===== config.mk =====
export PLATFORM = sky130hd
export DESIGN_NAME = pwr_fault_log
export DESIGN_NICKNAME = d
export VERILOG_FILES = /design/src/rtl/pwr_seq_pkg.sv /design/src/rtl/fault_log_fifo.sv /design/src/rtl/pwr_fault_log.sv
export SDC_FILE = /design/constraint.sdc
export NUM_CORES = 1
export LEC_CHECK = 0
export ABC_AREA = 1
export CORE_MARGIN = 3
export CORE_UTILIZATION = 60
export DETAILED_ROUTE_END_ITERATION = 6
export GPL_ROUTABILITY_DRIVEN = 1
export PLACE_DENSITY = 0.8
export SKIP_CTS_REPAIR_TIMING = 1
export SYNTH_ARGS = -nofsm -noshare
export SYNTH_HDL_FRONTEND = slang
export SYNTH_SLANG_ARGS = --single-unit

===== constraint.sdc =====
create_clock -name iClk -period 5.7 [get_ports iClk]
set_input_delay 1.14 -clock iClk [delete_from_list [all_inputs] [get_ports iClk]]
set_output_delay 1.14 -clock iClk [all_outputs]
set_load 0.01 [all_outputs]

===== src/rtl/pwr_seq_pkg.sv =====
// pwr_seq_pkg: fault codes, sequencer state codes and fault-log entry layout
package pwr_seq_pkg;
   localparam int FLT_AUX_SEQ     = 0;
   localparam int FLT_FAN_SEQ     = 1;
   localparam int FLT_N1N2_SEQ    = 2;
   localparam int FLT_PERST_SEQ   = 3;
   localparam int FLT_AUX_RUN     = 4;
   localparam int FLT_FAN_RUN     = 5;
   localparam int FLT_N1N2_RUN    = 6;
   localparam int FLT_LARGE_LEAK  = 7;
   localparam int FLT_SMALL_LEAK  = 8;
   typedef enum logic [3:0] {
      ST_S0    = 4'h0,
      ST_HOST  = 4'h1,
      ST_DCOFF = 4'h2,
      ST_DEV   = 4'h3,
      ST_FAN   = 4'h5,
      ST_STBY  = 4'h7,
      ST_IDLE  = 4'h9,
      ST_LEAK  = 4'hE,
      ST_FAULT = 4'hF
   } seqState_t;
   typedef struct packed {
      logic [3:0]  code;
      logic [3:0]  state;
      logic [15:0] ts;
   } logEntry_t;
endpackage


===== src/rtl/fault_log_fifo.sv =====
// fault_log_fifo: synchronous log-entry FIFO with registered pop data and drop flag
module fault_log_fifo
   import pwr_seq_pkg::*;
#(
   parameter int DEPTH = 8
)(
   input  logic                     iClk,
   input  logic                     iRst_n,
   input  logic                     iClear,
   input  logic                     iPush,
   input  logEntry_t                iPushData,
   input  logic                     iPop,
   output logic                     oPopValid,
   output logEntry_t                oPopData,
   output logic                     oFull,
   output logic                     oEmpty,
   output logic                     oDrop,
   output logic [$clog2(DEPTH):0]   oCount
);
   localparam int AW = $clog2(DEPTH);
   logEntry_t mem [DEPTH];
   logic [AW-1:0] wrPtr, rdPtr;
   logic doPush, doPop;
   assign oEmpty = oCount == '0;
   assign oFull  = oCount == (AW+1)'(DEPTH);
   assign doPop  = iPop & ~oEmpty & ~iClear;
   // a pop in the same cycle frees the slot a full FIFO needs for the push
   assign doPush = iPush & ~iClear & (~oFull | doPop);
   assign oDrop  = iPush & ~iClear & oFull & ~doPop;
   always_ff @(posedge iClk or negedge iRst_n)
      if (!iRst_n) begin
         wrPtr     <= '0;
         rdPtr     <= '0;
         oCount    <= '0;
         oPopValid <= 1'b0;
         oPopData  <= '0;
      end else if (iClear) begin
         wrPtr     <= '0;
         rdPtr     <= '0;
         oCount    <= '0;
         oPopValid <= 1'b0;
      end else begin
         wrPtr     <= wrPtr + AW'(doPush);
         rdPtr     <= rdPtr + AW'(doPop);
         oCount    <= oCount + (AW+1)'(doPush) - (AW+1)'(doPop);
         oPopValid <= doPop;
         if (doPop) oPopData <= mem[rdPtr];
      end
   always_ff @(posedge iClk)
      if (doPush) mem[wrPtr] <= iPushData;
endmodule


===== src/rtl/pwr_fault_log.sv =====
// pwr_fault_log: latches sequencer fault edges and logs timestamped events for the BMC
module pwr_fault_log
   import pwr_seq_pkg::*;
#(
   parameter int                 NUM_FLT    = 9,
   parameter int                 FIFO_DEPTH = 8,
   parameter int                 TS_W       = 16,
   parameter logic [NUM_FLT-1:0] SHDN_MASK  = NUM_FLT'((1 << FLT_LARGE_LEAK) | (1 << FLT_SMALL_LEAK))
)(
   input  logic               iClk,
   input  logic               iRst_n,
   input  logic               iClk_1ms,
   input  logic [NUM_FLT-1:0] iFLT_N,
   input  logic [3:0]         iFSM_State,
   input  logic               iClear,
   input  logic               iRd_Req,
   output logic               oRd_Valid,
   output logic [23:0]        oRd_Data,
   output logic [3:0]         oLog_Count,
   output logic               oOverflow,
   output logic [NUM_FLT-1:0] oFlt_Sticky,
   output logic               oFirst_Valid,
   output logic [3:0]         oFirst_Code,
   output logic               oFault_Any_N,
   output logic               oShutdown_Req
);
   function automatic logic [3:0] lowIdx(input logic [NUM_FLT-1:0] v);
      lowIdx = '0;
      for (int i = NUM_FLT-1; i >= 0; i--) if (v[i]) lowIdx = 4'(i);
   endfunction
   logic [2:0] msSync;
   logic [TS_W-1:0] tsCnt;
   logic [NUM_FLT-1:0] fltPrev, pending, edges, grant;
   logic [$clog2(FIFO_DEPTH):0] cnt;
   logic msTick, drop, full, empty;
   logEntry_t pushEntry, rdEntry;
   assign msTick     = msSync[1] & ~msSync[2];
   assign edges      = fltPrev & ~iFLT_N;
   assign grant      = pending & (~pending + NUM_FLT'(1));
   assign pushEntry  = '{code: lowIdx(pending), state: iFSM_State, ts: 16'(tsCnt)};
   assign oRd_Data   = rdEntry;
   assign oLog_Count = 4'(cnt);
   fault_log_fifo #(.DEPTH(FIFO_DEPTH)) uFifo (
      .iClk(iClk), .iRst_n(iRst_n), .iClear(iClear),
      .iPush(|pending), .iPushData(pushEntry), .iPop(iRd_Req),
      .oPopValid(oRd_Valid), .oPopData(rdEntry),
      .oFull(full), .oEmpty(empty), .oDrop(drop), .oCount(cnt)
   );
   always_ff @(posedge iClk or negedge iRst_n)
      if (!iRst_n) begin
         msSync        <= '0;
         tsCnt         <= '0;
         fltPrev       <= '1;
         pending       <= '0;
         oFlt_Sticky   <= '0;
         oFirst_Valid  <= 1'b0;
         oFirst_Code   <= '0;
         oOverflow     <= 1'b0;
         oFault_Any_N  <= 1'b1;
         oShutdown_Req <= 1'b0;
      end else begin
         msSync        <= {msSync[1:0], iClk_1ms};
         tsCnt         <= tsCnt + TS_W'(msTick);
         fltPrev       <= iFLT_N;
         oFault_Any_N  <= ~|oFlt_Sticky;
         oShutdown_Req <= |(oFlt_Sticky & SHDN_MASK);
         if (iClear) begin
            pending      <= '0;
            oFlt_Sticky  <= '0;
            oFirst_Valid <= 1'b0;
            oFirst_Code  <= '0;
            oOverflow    <= 1'b0;
         end else begin
            pending     <= (pending & ~grant) | edges;
            oFlt_Sticky <= oFlt_Sticky | edges;
            oOverflow   <= oOverflow | drop;
            if (!oFirst_Valid && |edges) begin
               oFirst_Valid <= 1'b1;
               oFirst_Code  <= lowIdx(edges);
            end
         end
      end
endmodule


==> results of run 1 <==
==> cell type report <==
type / instances / area (um2)
clock buffer: 40 / 818.3
sequential: 281 / 8010
timing repair buffer: 73 / 703.2
clock inverter: 12 / 185.2
fill: 1219 / 5092
inverter: 151 / 566.8
tap: 229 / 286.5
multi-input combinational: 500 / 2608
==> state kept, by name (all words and copies together), names as in the netlist, 3 cells and up <==
signal and cells:
uFifo.rdPtr 3, msSync 3, pending 9, uFifo.oPopData 24, oFirst_Code 4, oFlt_Sticky 9, uFifo.mem 192, uFifo.wrPtr 3
uFifo.oCount 4, fltPrev 9, tsCnt 16
==> power by group <==
part / internal, uW / switching [uW] / leakage [uW]
logic: 381 / 525 / 0.00191
clock network: 1220 / 737 / 0.000491
registers: 2440 / 190 / 0.00294
total: 4050 / 1450 / 0.00534
==> synthesized netlist by cell type (all sizes together) <==
cell type	count	area, um2
nor3	8	56.31
edfxtp	192	5766
nand4	4	25.02
fa	1	20.02
inv	150	563.0
nand3	87	435.4
clkinv	1	3.750
nor2	40	162.6
dfstp	10	262.8
ha	12	150.1
dfrtp	79	1977
o211ai	48	360.4
o21ai	59	295.3
a21oi	74	370.4
xor2	11	96.34
nand2	151	571.8
xnor2	5	43.79
clkbuf	14	52.55
buf	30	157.6
==> stage by stage <==
| stage | std cells | utilization [%] |
|---|---|---|
| floorplan | 976 | - |
| global placement | 1234 | 66.63 |
| detailed placement | 1234 | 66.63 |
| CTS | 1286 | 72.13 |
| global route | 1286 | 72.13 |
| finish | 1286 | 72.13 |
==> final timing paths <==
kind                            slack (ps)         endpoint       startpoint  cells after the start
worst max-delay path                  2040  uFifo.mem[4][2]           iClear                      8
worst min-delay path                   350        msSync[1]        msSync[0]                      0
worst max register to register        2620  uFifo.mem[4][2]  uFifo.oCount[2]                     10
worst min register to register         350        msSync[1]        msSync[0]                      0
max in group asynchronous             4000   uFifo.rdPtr[0]           iRst_n                      2
min in group asynchronous              600   oFlt_Sticky[3]           iRst_n                      1
==> layout by cell type, fill, tap and decap left out, types with 5 or more instances in the layout <==
cell type	instances
a21oi_1	74
buf_4	11
bufinv_16	5
clkbuf_1	7
clkbuf_16	30
clkdlybuf4s50_1	62
dfrtp_1	77
dfstp_2	10
edfxtp_1	192
ha_1	12
inv_1	147
nand2_1	149
nand3_1	87
nor2_1	29
nor2_2	10
nor3_1	6
o211ai_1	48
o21ai_0	59
xnor2_1	5
xor2_1	11
==> layer usage <==
metal	global-route usage [%]	wire (um)	up-vias
li1	-	-	3436
met1	33.44	9719	3531
met2	36.43	11140	308
met3	3.661	1970	54
met4	8.127	593	0
met5	0	0	-
==> logic make-up after synthesis <==
family,count (synthesis),synth area share (%)
and+or+nand+nor,290,11.00
AOI/OAI and AO/OA,181,9.024
adders and majority gates,13,1.497
DFF,281,70.41
xor gates and xnor gates,16,1.232
buffers and inverters,195,6.834
==> metrics.md, run 1 <==
| Metric | Value |
|---|---|
| Detail Route Antenna Nets | `0` |
| Ys Warns | `0` |
| Post-DP Area | `0.01217 mm2` |
| P_leak | `0.005339 uW` |
| Max Slew Vio Count | `0` |
| Max VDD drop | `0.2845 mV` |
| Worst path max stage delay | `980 ps` |
| Fin Hold WS | `351.0 ps` |
| FMAX | `0.2729 GHz` |
| Power Density | `417.4 mW/mm2` |
| Reg clk slew, reported paths | `60 ps` |
| Post-Route WL | `23.42 mm` |
| Minimum clock period | `3664 ps` |
| CP Launch Type | `input port` |
| Residual DRC | `0` |
| Skew final | `13.75 ps` |
| Via/cell ratio | `5.699` |
| Mapped Cells | `976` |
| Finished Cell Area | `0.01318 mm2` |
| Total number of vias | `7,329` |
| Final Net Count | `1,066` |
| First-pass GRT wire length | `36.96 mm` |
| Final setup viols | `0` |
| Seq cells post-synth | `281` |
| Vias in the first global route | `7,215` |
| GRT overflow | `0` |
| Mean post-synth cell area | `11.65 um2` |
| Die Height | `143.7 um` |
| HPWL Detailed | `14.10 mm` |
| WP data required | `5840 ps` |
| Tcrit/Tclk final | `64.29%` |
| Sequential area share after synthesis | `70.41%` |
| Post-synth cell types | `28` |
| Max clock buf depth | `3` |
| Initial antenna violation count | `0` |
| Pin count of the biggest net entering global routing | `105` |
| Synth Cell Area | `0.01137 mm2` |
| CTS buffer count | `28` |
| RSZ-0062 raised after global routing | `no` |
| Routed len/inst | `18.21 um` |
| Share of cells above drive strength 1 | `7.852%` |
| Slowest stage cell, crit path | `nor2_2` |
| GRT Total Usage | `23.14%` |
| Initial core utilization | `62.23%` |
| Max-slew headroom | `14.32%` |
| Antenna Cells | `0` |
| PnR Total Power | `5500 uW` |
| Max_cap viols | `0` |
| Worst Path Arrival | `3810 ps` |
| CP top delay family | `simple AND/OR/NAND/NOR gates` |
| Root Buffer | `clkbuf_16` |
| Setup_tns | `0 ps` |
| Tightest Hold Check Type | `flop to flop` |
| Die area | `0.02064 mm2` |
| Clock insertion delay at the later pin of the skew report | `540 ps` |
| CP endpoint kind | `flop` |
| Buf/Inv on CP | `3` |
| Max Fanout on Critical Path | `32` |
| Row count | `49` |
| Core area | `0.01827 mm2` |
| Final Hold Fails | `0` |
| CTS tree | `yes` |
| DRT Pass-1 Iters | `5` |
| Setup WS post-layout | `2036 ps` |
| Gpl congestion | `0.8016` |
| Syn_nets | `1,007` |
| Width of the die | `143.7 um` |
| Cells along the critical path | `clkdlybuf4s50_1 -> buf_4 -> nor3_4 -> buf_4 -> nor2_2 -> nor2_4 -> nand2_2 -> nor2_2` |
| DP Worst Slack | `1503 ps` |
| Area growth syn-to-layout | `15.90%` |
| I/O Buffers | `63` |
| Clock Sinks | `281` |
| Worst-margin pin slew | `1284 ps` |
| Outcome | `finished clean` |
| 1st-iter DRT viols | `821` |
| Setup CP Type | `input port to flop` |
| Ports | `64` |
| H-tree levels | `1` |
Power figures use the tool's default switching activity.
==> inputs of run 2 (changes only) <==
--- a/config.mk
+++ b/config.mk
@@ -7,10 +7,10 @@
 export LEC_CHECK = 0
 export ABC_AREA = 1
 export CORE_MARGIN = 3
-export CORE_UTILIZATION = 60
+export CORE_UTILIZATION = 54
 export DETAILED_ROUTE_END_ITERATION = 6
 export GPL_ROUTABILITY_DRIVEN = 1
-export PLACE_DENSITY = 0.8
+export PLACE_DENSITY = 0.76
 export SKIP_CTS_REPAIR_TIMING = 1
 export SYNTH_ARGS = -nofsm -noshare
 export SYNTH_HDL_FRONTEND = slang
==> constraint.sdc (replaced) <==
create_clock -name iClk -period 3.1 [get_ports iClk]
set_input_delay 0.62 -clock iClk [delete_from_list [all_inputs] [get_ports iClk]]
set_output_delay 0.62 -clock iClk [all_outputs]
set_load 0.01 [all_outputs]
==> run 2 against run 1 <==
  * Routed wire length fell by 3.2%
  * Non-clock buffer count rose by 14
  * Final cell count rose by 4.3%
  * Critical path depth rose by 3
  * Worst setup slack got worse by 1200 ps
  * Clock skew fell by 3.9 ps
  * Via count fell by 1.7%
  * Count of clock-buffer cells in the layout rose by 5
  * Combinational power rose by 83%
  * Power rose by 77%
  * Global-route usage fell by 2.7 points
  * First-iteration DRC count fell by 31%
  * Largest cell class unchanged
==> metrics.md, run 2 (same netlist as run 1, synthesis figures left out) <==
| Metric | Value |
|---|---|
| Tightest Hold Check Type | `input port to asynchronous set/reset pin` |
| Skew final | `9.863 ps (-3.884 ps)` |
| Ports | `64 (unchanged)` |
| Max clock buf depth | `3 (unchanged)` |
| GRT met2 Usage | `34.14% (-2.3 points)` |
| Antenna Cells | `0 (unchanged)` |
| Clock Sinks | `281 (unchanged)` |
| CTS buffer count | `28 (unchanged)` |
| Die area | `0.02283 mm2 (+11%)` |
| Most flop-heavy register | `uFifo.mem` |
| Final Hold Fails | `0 (unchanged)` |
| Worst Path Arrival | `2680 ps (-1130 ps)` |
| Power Density | `733.5 mW/mm2 (+76%)` |
| Worst path max stage delay | `390 ps (-590 ps)` |
| Core area | `0.02043 mm2 (+12%)` |
| Commonest non-fill, non-tap cells in the layout | `edfxtp_1 (192), nand2_1 (149), inv_1 (147)` |
| Worst-margin pin slew | `978.3 ps (-305.5 ps)` |
| Gpl congestion | `0.7929 (-1.1%)` |
| Fin Hold WS | `81.50 ps (-269.5 ps)` |
| H-tree levels | `1 (unchanged)` |
| Die Height | `151.1 um (+5.2%)` |
| Width of the die | `151.1 um (+5.2%)` |
| Post-Route WL | `22.69 mm (-3.2%)` |
| CP Launch Type | `flop` |
| Final setup viols | `0 (unchanged)` |
| Max_cap viols | `0 (unchanged)` |
| GRT Total Usage | `20.43% (-2.7 points)` |
| Row count | `52 (+6.1%)` |
| Max Slew Vio Count | `0 (unchanged)` |
| CTS tree | `yes` |
| P_leak | `0.005365 uW (+0.48%)` |
| Reg2Reg Setup Slack | `840 ps (-1780 ps)` |
| Clock insertion delay at the later pin of the skew report | `530 ps (about the same)` |
| Biggest regs | `uFifo.mem x192, uFifo.oPopData x24, tsCnt x16` |
| Setup_tns | `0 ps (unchanged)` |
| Residual DRC | `0 (unchanged)` |
| Initial antenna violation count | `0 (unchanged)` |
| Max-slew headroom | `34.71% (+20 points)` |
| 1st-iter DRT viols | `567 (-31%)` |
| Met1 Use GR | `28.98% (-4.5 points)` |
| Commonest non-fill, non-tap cell in the layout | `edfxtp_1` |
| Initial core utilization | `55.65% (-6.6 points)` |
| Routed len/inst | `16.92 um (-7.1%)` |
| Total number of vias | `7,207 (-1.7%)` |
| RSZ-0062 raised after global routing | `no` |
| Vias in the first global route | `7,097 (-1.6%)` |
| Setup CP Type | `flop to flop` |
| FMAX | `0.4429 GHz` |
| GRT overflow | `0 (unchanged)` |
| Share of cells above drive strength 1 | `8.777% (+0.92 points)` |
| Max Fanout on Critical Path | `3 (-91%)` |
| Max FFs per register | `192 (unchanged)` |
| First-pass GRT wire length | `36.68 mm (-0.77%)` |
| Met3 Use GR | `3.052% (-0.61 points)` |
| Root Buffer | `clkbuf_16` |
| Tcrit/Tclk final | `72.83%` |
| Max VDD drop | `0.4961 mV (+74%)` |
| WP data required | `3520 ps (-2320 ps)` |
| Outcome | `finished clean` |
| Via/cell ratio | `5.374 (-5.7%)` |
| Reg clk slew, reported paths | `60 ps (about the same)` |
| Detail Route Antenna Nets | `0 (unchanged)` |
| I/O Buffers | `63 (unchanged)` |
| Cells along the critical path | `inv_1 -> ha_1 -> inv_1 -> nor2_1 -> nor3_1 -> ha_1 -> inv_1 -> ha_1 -> fa_1 -> xnor2_1 -> nor2_1` |
| Minimum clock period | `2258 ps` |
| CP endpoint kind | `flop` |
| HPWL Detailed | `14.00 mm (-0.70%)` |
| Area growth syn-to-layout | `16.51%` |
| Final Net Count | `1,080 (+1.3%)` |
| Slowest stage cell, crit path | `dfrtp_1` |
| Pin count of the biggest net entering global routing | `94 (-10%)` |
| DRT Pass-1 Iters | `7 (+2)` |
| GRT busiest layer | `met2` |
-- run 2: routing by layer --
layer	routed length, um	part of all wire [%]
met4	356	1.6
met2	11040	49
met5	0	0
met3	1242	5.5
met1	10050	44
-- run 2: final cells by class --
type                    count  area [um2]
clock buffers              45       855.8
clock inverters             7       35.03
fillers                  1518        7183
inverters                 151       566.8
multi-input cells         500        2608
flip-flops and latches    281        8010
well taps                 270       337.8
repair buffers             87       833.3
-- run 2: final timing paths --
| check | endpoint | cells past startpoint | startpoint |
|---|---|---|---|
| worst min-delay path | pending[2] | 1 | iRst_n |
| worst max register to register | uFifo.oCount[2] | 11 | uFifo.oCount[2] |
| worst max-delay path | uFifo.oCount[2] | 11 | uFifo.oCount[2] |
| max in group asynchronous | uFifo.oPopData[3] | 2 | iRst_n |
| min in group iClk | msSync[1] | 0 | msSync[0] |
| worst min register to register | msSync[1] | 0 | msSync[0] |
-- run 2: through the flow --
step	power (uW)	utilization [%]	area [um2]	cells	setup slack (ps)
global route	10190	64.84	13250	1341	631.1
finish	9716	64.84	13250	1341	842.4
CTS	9814	64.84	13250	1341	836.6
floorplan	5808	-	11370	976	359.5
global placement	6521	60.48	12360	1289	484.3
detailed placement	6600	60.48	12360	1289	400.8
-- run 2: critical path, delay by kind of cell (launching register included) --
kind                       cells  cell delay [ps]
adders and majority gates      4             1020
DFF                            1              390
and+or+nand+nor                3              380
buffers and inverters          3              180
xor gates and xnor gates       1              170
-- run 2: where the power goes --
part | leakage (uW) | internal [uW] | switching [uW]
Combinational | 0.00199 | 725 | 934
Clock | 0.000438 | 1880 | 1320
Sequential | 0.00294 | 4490 | 364
